### src/rtl/trace_pkg.sv
// Shared types for the RVFI trace capture block.
//   trace_mode_e  : capture mode encoding driven on mode_i.
//   trace_entry_t : one captured retirement, oldest field (seq) in the MSBs.
// Optional: define TRACE_MEM_EN to add the memory address/mask fields to
// every entry.
package trace_pkg;

  localparam int TRACE_DEPTH = 16;
  localparam int TRACE_SEQ_W = 16;

  typedef enum logic [1:0] {
    TRACE_OFF   = 2'd0,
    TRACE_ALL   = 2'd1,
    TRACE_EXC   = 2'd2,
    TRACE_PCWIN = 2'd3
  } trace_mode_e;

  typedef struct packed {
    logic [TRACE_SEQ_W-1:0] seq;
    logic [31:0]            pc;
    logic [31:0]            insn;
    logic [4:0]             rd_addr;
    logic [31:0]            rd_wdata;
    logic                   trap;
    logic                   intr;
`ifdef TRACE_MEM_EN
    logic [31:0]            mem_addr;
    logic [3:0]             mem_rmask;
    logic [3:0]             mem_wmask;
`endif
  } trace_entry_t;

endpackage

### src/rtl/trace_ring_buf.sv
// Circular entry store with registered occupancy.
//   clk/rst_n : clock, synchronous active-low reset
//   clr       : flush (wins over push/pop)
//   push/wdata: write request; pop: consume head (ignored when empty)
//   rdata     : entry at the read pointer
//   count/full/empty : occupancy status
//   lost      : a push found the buffer full with no pop this cycle
//               (dropped, or overwrote the oldest when Overwrite=1)
module trace_ring_buf #(
  parameter int Depth     = 16,
  parameter int W         = 8,
  parameter bit Overwrite = 1'b0,
  localparam int PtrW     = $clog2(Depth),
  localparam int CntW     = PtrW + 1
) (
  input  logic            clk,
  input  logic            rst_n,
  input  logic            clr,
  input  logic            push,
  input  logic [W-1:0]    wdata,
  input  logic            pop,
  output logic [W-1:0]    rdata,
  output logic [CntW-1:0] count,
  output logic            full,
  output logic            empty,
  output logic            lost
);

  logic [W-1:0]    mem [Depth];
  logic [PtrW-1:0] wr_ptr, rd_ptr;
  logic [CntW-1:0] cnt, cnt_nxt;
  logic            do_pop, wr_en, rd_adv;

  assign full   = (cnt == CntW'(Depth));
  assign empty  = (cnt == '0);
  assign count  = cnt;
  assign rdata  = mem[rd_ptr];
  assign do_pop = pop & ~empty;

  always_comb begin
    wr_en   = 1'b0;
    rd_adv  = do_pop;
    lost    = 1'b0;
    cnt_nxt = cnt;
    if (push && !clr) begin
      if (full && !do_pop) begin
        lost = 1'b1;
        // Overwrite: slot at wr_ptr is the oldest entry, so push it out
        // by advancing the read pointer alongside the write.
        if (Overwrite) begin
          wr_en  = 1'b1;
          rd_adv = 1'b1;
        end
      end else begin
        wr_en = 1'b1;
      end
    end
    if (wr_en && !rd_adv)      cnt_nxt = cnt + CntW'(1);
    else if (!wr_en && rd_adv) cnt_nxt = cnt - CntW'(1);
  end

  always_ff @(posedge clk) begin
    if (!rst_n || clr) begin
      wr_ptr <= '0;
      rd_ptr <= '0;
      cnt    <= '0;
    end else begin
      if (wr_en)  wr_ptr <= wr_ptr + PtrW'(1);
      if (rd_adv) rd_ptr <= rd_ptr + PtrW'(1);
      cnt <= cnt_nxt;
    end
  end

  // Storage carries no reset; contents are meaningless until written.
  always_ff @(posedge clk) begin
    if (wr_en) mem[wr_ptr] <= wdata;
  end

endmodule

### src/rtl/rvfi_trace_buffer.sv
// On-chip trace capture fed by the RVFI retirement port.
// Filters retirements by mode, stamps a sequence number, stores them in a
// ring buffer and exposes a valid/ready readout.
// Ports:
//   CLK, RST_N               : clock, synchronous active-low reset
//   rvfi_*                   : retirement inputs (mem fields only with
//                              TRACE_MEM_EN)
//   mode_i, pc_lo_i, pc_hi_i : capture filter (PC window [lo, hi))
//   freeze_i, clr_i          : suspend capture / flush buffer and counters
//   rd_valid_o/rd_ready_i/rd_entry_o : readout handshake
//   count_o, full_o, empty_o : occupancy; ovf_cnt_o : saturating drop count
// Optional: TRACE_MEM_EN adds mem_addr/mem_rmask/mem_wmask to entries.
module rvfi_trace_buffer
  import trace_pkg::*;
#(
  parameter int Depth     = TRACE_DEPTH,
  parameter int SeqW      = TRACE_SEQ_W,
  parameter int OvfCntW   = 16,
  parameter bit Overwrite = 1'b0
) (
  input  logic                     CLK,
  input  logic                     RST_N,
  input  logic                     rvfi_valid,
  input  logic [31:0]              rvfi_pc_rdata,
  input  logic [31:0]              rvfi_insn,
  input  logic                     rvfi_trap,
  input  logic                     rvfi_intr,
  input  logic [4:0]               rvfi_rd_addr,
  input  logic [31:0]              rvfi_rd_wdata,
  input  logic [31:0]              rvfi_mem_addr,
  input  logic [3:0]               rvfi_mem_rmask,
  input  logic [3:0]               rvfi_mem_wmask,
  input  logic [1:0]               mode_i,
  input  logic [31:0]              pc_lo_i,
  input  logic [31:0]              pc_hi_i,
  input  logic                     freeze_i,
  input  logic                     clr_i,
  output logic                     rd_valid_o,
  input  logic                     rd_ready_i,
  output trace_entry_t             rd_entry_o,
  output logic [$clog2(Depth):0]   count_o,
  output logic                     full_o,
  output logic                     empty_o,
  output logic [OvfCntW-1:0]       ovf_cnt_o
);

  // The entry layout is fixed by the package; the seq width must agree.
  if (SeqW != TRACE_SEQ_W) begin : g_seqw_check
    $error("SeqW must equal trace_pkg::TRACE_SEQ_W");
  end

  trace_mode_e     mode;
  logic            mode_hit, qual, lost, pop;
  logic [SeqW-1:0] seq;
  trace_entry_t    wentry;

  assign mode = trace_mode_e'(mode_i);

  always_comb begin
    mode_hit = 1'b0;
    unique case (mode)
      TRACE_ALL:   mode_hit = 1'b1;
      TRACE_EXC:   mode_hit = rvfi_trap | rvfi_intr;
      // An empty or inverted window matches nothing.
      TRACE_PCWIN: mode_hit = (pc_lo_i < pc_hi_i) &&
                              (rvfi_pc_rdata >= pc_lo_i) &&
                              (rvfi_pc_rdata <  pc_hi_i);
      default:     mode_hit = 1'b0;
    endcase
  end

  assign qual = rvfi_valid & ~freeze_i & mode_hit;
  assign pop  = rd_valid_o & rd_ready_i;

  always_comb begin
    wentry          = '0;
    wentry.seq      = seq;
    wentry.pc       = rvfi_pc_rdata;
    wentry.insn     = rvfi_insn;
    wentry.rd_addr  = rvfi_rd_addr;
    wentry.rd_wdata = rvfi_rd_wdata;
    wentry.trap     = rvfi_trap;
    wentry.intr     = rvfi_intr;
`ifdef TRACE_MEM_EN
    wentry.mem_addr  = rvfi_mem_addr;
    wentry.mem_rmask = rvfi_mem_rmask;
    wentry.mem_wmask = rvfi_mem_wmask;
`endif
  end

`ifndef TRACE_MEM_EN
  logic unused_mem;
  assign unused_mem = ^{rvfi_mem_addr, rvfi_mem_rmask, rvfi_mem_wmask};
`endif

  trace_ring_buf #(
    .Depth     (Depth),
    .W         ($bits(trace_entry_t)),
    .Overwrite (Overwrite)
  ) u_ring (
    .clk   (CLK),
    .rst_n (RST_N),
    .clr   (clr_i),
    .push  (qual),
    .wdata (wentry),
    .pop   (pop),
    .rdata (rd_entry_o),
    .count (count_o),
    .full  (full_o),
    .empty (empty_o),
    .lost  (lost)
  );

  assign rd_valid_o = ~empty_o;

  // seq advances on every qualified retire, dropped ones included, so a
  // consumer can spot losses as gaps.
  always_ff @(posedge CLK) begin
    if (!RST_N || clr_i) begin
      seq       <= '0;
      ovf_cnt_o <= '0;
    end else begin
      if (qual) seq <= seq + SeqW'(1);
      if (lost && (ovf_cnt_o != '1)) ovf_cnt_o <= ovf_cnt_o + OvfCntW'(1);
    end
  end

endmodule

### config.mk
export PLATFORM = sky130hd
export DESIGN_NAME = rvfi_trace_buffer
export DESIGN_NICKNAME = d
export VERILOG_FILES = /design/src/rtl/trace_pkg.sv /design/src/rtl/trace_ring_buf.sv /design/src/rtl/rvfi_trace_buffer.sv
export SDC_FILE = /design/constraint.sdc
export NUM_CORES = 2
export LEC_CHECK = 0
export CAP_MARGIN = 0
export CORE_MARGIN = 4
export CORE_UTILIZATION = 55
export DETAILED_ROUTE_END_ITERATION = 10
export GPL_ROUTABILITY_DRIVEN = 0
export GPL_TIMING_DRIVEN = 0
export PLACE_DENSITY = 0.82
export SYNTH_ARGS = -nofsm -noshare
export SYNTH_HDL_FRONTEND = slang
export SYNTH_SLANG_ARGS = --single-unit
### constraint.sdc
create_clock -name CLK -period 23.9 [get_ports CLK]
set_clock_uncertainty 0.1 [all_clocks]
set_input_delay 4.78 -clock CLK [delete_from_list [all_inputs] [get_ports CLK]]
set_output_delay 4.78 -clock CLK [all_outputs]
set_load 0.05 [all_outputs]
==> flow_metrics.tcl <==
set metrics [dict create \
    reg2reg_to "u_ring.mem[6][18]" \
    synth_mux_area_share_pct 17.7 \
    worst_hold_path_type "reg2reg" \
    critical-path-slowest-cell "sky130_fd_sc_hd__o311ai_0" \
    timing.critical_path.cells "clkdlybuf4s50_1 -> ha_1 -> a211oi_1 -> a211o_1 -> a311oi_1 -> o311ai_0 -> a41o_1 -> nand2_1 -> clkbuf_1 -> nor3_2 -> buf_6 -> buf_6 -> buf_6 -> buf_6 -> buf_6 -> buf_6" \
    post_synth_xor_area_fraction_pct 0.0692 \
    flow.area_growth_from_synthesis_pct 18.4 \
    hpwl_dp_um 127000 \
    critical_path.endpoint_type "register" \
    cts.hold.buffers_added 0 \
    fp.dieArea_mm2 0.144 \
    mappedNetlistArea_mm2 0.0760 \
    critPathMostFrequentCell "sky130_fd_sc_hd__buf_6" \
    floorplan.core_area_mm2 0.137 \
    route.detailed.drc 0 \
    route.vias.total 39400 \
    placed_cells 5625 \
    worst-slew-pin-transition_ns 1.38 \
    synth_adder_area_share_pct 1.76 \
    cts_inserted_buffers 184 \
    route.final.wire_length_um 199000 \
    required_time_of_the_critical_path_ns 24.29 \
    synthSimpleGateAreaFrac_pct 1.48 \
    rows 136 \
    p_per_area_mw_per_mm2 76.8 \
    overflow 0 \
    startpoint_of_the_lowest_slack_register_to_register_path "u_ring.count[0]" \
    synth_cell_types 54 \
    tritoncts_num_sinks 1953 \
    io_buffer_count 317 \
    cp.arrival_ns 11.45 \
    synth.largest_area_cell "sky130_fd_sc_hd__edfxtp_1" \
    total_power_mw 6.90 \
    clk_transition_reported_paths_ns 0.06 \
    final.fill_count 8275 \
    cts_resized 0 \
    grtUsageTotal_pct 27.7 \
    initial_utilization_pct 55.3 \
    timing.critical_path.from_type "input pin" \
    rsz0062_at_grt "false" \
    result_of_the_run "finished, final reports clean" \
    asyncSetResetFlopFracSynth_pct 0 \
    worstHoldStart "ovf_cnt_o[5]" \
    gr-max-usage-layer "met2" \
    htree_levels 4 \
    setup_fix_buffers_added_after_clock_tree_synthesis 0 \
    whs_endpoint "ovf_cnt_o[5]" \
    max-clock-path-buffers 3 \
    grt_use_met2_pct 46.4 \
    die_h_um 380 \
    vias_per_cell 6.60 \
    stdcell_count 5959 \
    fin_setup_tns_ns 0 \
    clock.fmax_ghz 0.0905 \
    slew_headroom_pct 7.92 \
    detailedRoute.firstIterationViolations 5664 \
    antenna_violations_before_repair 15 \
    drv.max_cap_violation_count 0 \
    crit_cells 16 \
    r2r.worst_path.cells 14 \
    final_layout_size_suffix_gt1_share_pct 26.8 \
    cp_top_family "buffers and inverters" \
    report.final.hold_viol_count 0 \
    tritoncts "done" \
    fp.dieW_um 380 \
    firstDrtPassIters 6 \
    clk_root_buffer_cell "sky130_fd_sc_hd__clkbuf_16" \
    synth_edf_count 1904 \
    syn_inst 3262 \
    r2r_slack_ns 19.11 \
    synth_seq_area_share_pct 76.6 \
    postSynthRegisterBits 1953 \
    grt_pass1_vias 40300 \
    highest_cell_delay_on_the_worst_timing_path_ns 1.10 \
    global_route.usage.met1_pct 36.4 \
    grt_use_met3_pct 6.12 \
    leading_cell_types_in_the_layout_fill_and_taps_excluded "1904 x sky130_fd_sc_hd__edfxtp_1, 595 x sky130_fd_sc_hd__mux4_2, 317 x sky130_fd_sc_hd__clkdlybuf4s50_1" \
    io-pin-count 358 \
    critical_path.n_buffers_inverters 8 \
    slew_viol_final 0 \
    final.min_clock_period_ns 11.05 \
    critical_path_class "in2reg" \
    synth_nets 3583 \
    synthDominantCellAreaShare_pct 75.3 \
    wl_per_cell_um 33.4 \
    synth_top_family_by_area "multiplexers" \
    worst_ir_drop_vdd_uv 53.2 \
    cellLeakagePower_nw 28.3 \
    ys_warn_count 0 \
    netlist_top_cells_area "sky130_fd_sc_hd__edfxtp_1 75%, sky130_fd_sc_hd__mux4_2 18%, sky130_fd_sc_hd__ha_1 1.7%" \
    finish.net_count 4338 \
    timing.final.setup_violations 0 \
    clk-insertion-delay-late_ns 0.79 \
    postRouteAntennaNets 0 \
    layout_commonest_cell "sky130_fd_sc_hd__edfxtp_1" \
    grt_start_max_net_pins 24 \
    postSynth.topFlopCell "sky130_fd_sc_hd__edfxtp_1" \
    grt_first_pass_wirelength_um 287000 \
    synth.avg_cell_area_um2 23.3 \
    final_worst_path_period_share_pct 46.3 \
    synth-compound-area-share_pct 1.28 \
    holdPathStages 2 \
    crit_fanout 18 \
]
==> Yosys cell counts, types with 7 or more instances <==
cell and instances:
sky130_fd_sc_hd__edfxtp_1 1904, sky130_fd_sc_hd__mux4_2 595, sky130_fd_sc_hd__ha_1 105, sky130_fd_sc_hd__clkbuf_1 100
sky130_fd_sc_hd__inv_1 75, sky130_fd_sc_hd__a21oi_1 70, sky130_fd_sc_hd__nand2_1 55, sky130_fd_sc_hd__buf_1 53
sky130_fd_sc_hd__dfxtp_1 49, sky130_fd_sc_hd__nor2_1 27, sky130_fd_sc_hd__nand3_1 26, sky130_fd_sc_hd__o21ai_0 26
sky130_fd_sc_hd__or4_1 25, sky130_fd_sc_hd__o31ai_1 24, sky130_fd_sc_hd__nand4_1 17, sky130_fd_sc_hd__a21o_1 14
sky130_fd_sc_hd__nor3_1 13, sky130_fd_sc_hd__nor4_1 9, sky130_fd_sc_hd__nand2b_1 7
==> worst min-delay path, stage by stage, from the launching register on <==
cell and delay, ns:
sky130_fd_sc_hd__dfxtp_1 0.32, sky130_fd_sc_hd__nand2_1 0.06, sky130_fd_sc_hd__mux2i_1 0.06
==> metrics by stage <==
step / area [µm²] / setup slack, ns / hold slack, ns / utilization [%]
after floorplan: 76000 / 4.18 / 0.359 / -
after global routing: 89900 / 12.72 / 0.414 / 65.5
after global placement: 81400 / -13.62 / 0.368 / 59.3
after detailed placement: 84200 / 12.09 / 0.387 / 61.3
final: 89900 / 12.85 / 0.386 / 65.5
after CTS: 89900 / 12.93 / 0.396 / 65.4
==> cells by family after synthesis <==
family / Yosys count
AO/OA/AOI/OAI: 158
XOR/XNOR: 6
adder cells (fa/ha/maj): 106
buffers and inverters: 231
flip-flops: 1953
multiplexers: 600
AND/OR/NAND/NOR: 208
==> registers in the layout, summed over array words and instances (netlist names), named ones only <==
| register | flops |
|---|---|
| ovf_cnt_o | 16 |
| u_ring.rd_ptr | 4 |
| u_ring.wr_ptr | 4 |
| u_ring.count | 5 |
| seq | 16 |
| u_ring.mem | 1904 |
==> power by group <==
| part | switching, mW | total [mW] | internal (mW) |
|---|---|---|---|
| Combinational | 0.201 | 0.339 | 0.138 |
| Sequential | 0.00279 | 3.76 | 3.75 |
| Clock | 1.23 | 2.80 | 1.58 |
| Total | 1.43 | 6.90 | 5.47 |
==> worst max path at each step <==
stage,startpoint,end,slack [ns]
after floorplan,pc_hi_i[25],u_ring.mem[7][0],4.18
after global placement,rvfi_pc_rdata[2],u_ring.mem[7][18],-13.62
after detailed placement,rvfi_pc_rdata[2],u_ring.mem[6][18],12.09
after CTS,rvfi_pc_rdata[2],u_ring.mem[6][18],12.93
after global routing,rvfi_pc_rdata[2],u_ring.mem[6][18],12.72
final,rvfi_pc_rdata[2],u_ring.mem[6][18],12.85
==> layout make-up <==
| cell class | instances | area, µm² | share of cell area, % |
|---|---|---|---|
| diodes | 12 | 30.0 | 0.0334 |
| plain buffers | 156 | 602 | 0.669 |
| clock buffers | 239 | 4880 | 5.43 |
| clock inverters | 83 | 798 | 0.888 |
| inverters | 75 | 282 | 0.313 |
| multi-input cells | 1078 | 17000 | 18.9 |
| flip-flops and latches | 1953 | 58200 | 64.7 |
| well taps | 1794 | 2240 | 2.50 |
| repair buffers | 569 | 5890 | 6.55 |
==> metal layers <==
metal | part of all wire, % | up-vias
met2 | 51 | 2818
met4 | 3.7 | 6
met3 | 10 | 459
met1 | 35 | 20500
li1 | - | 15500
met5 | 0.017 | -
(Power assumes the default switching activity.)
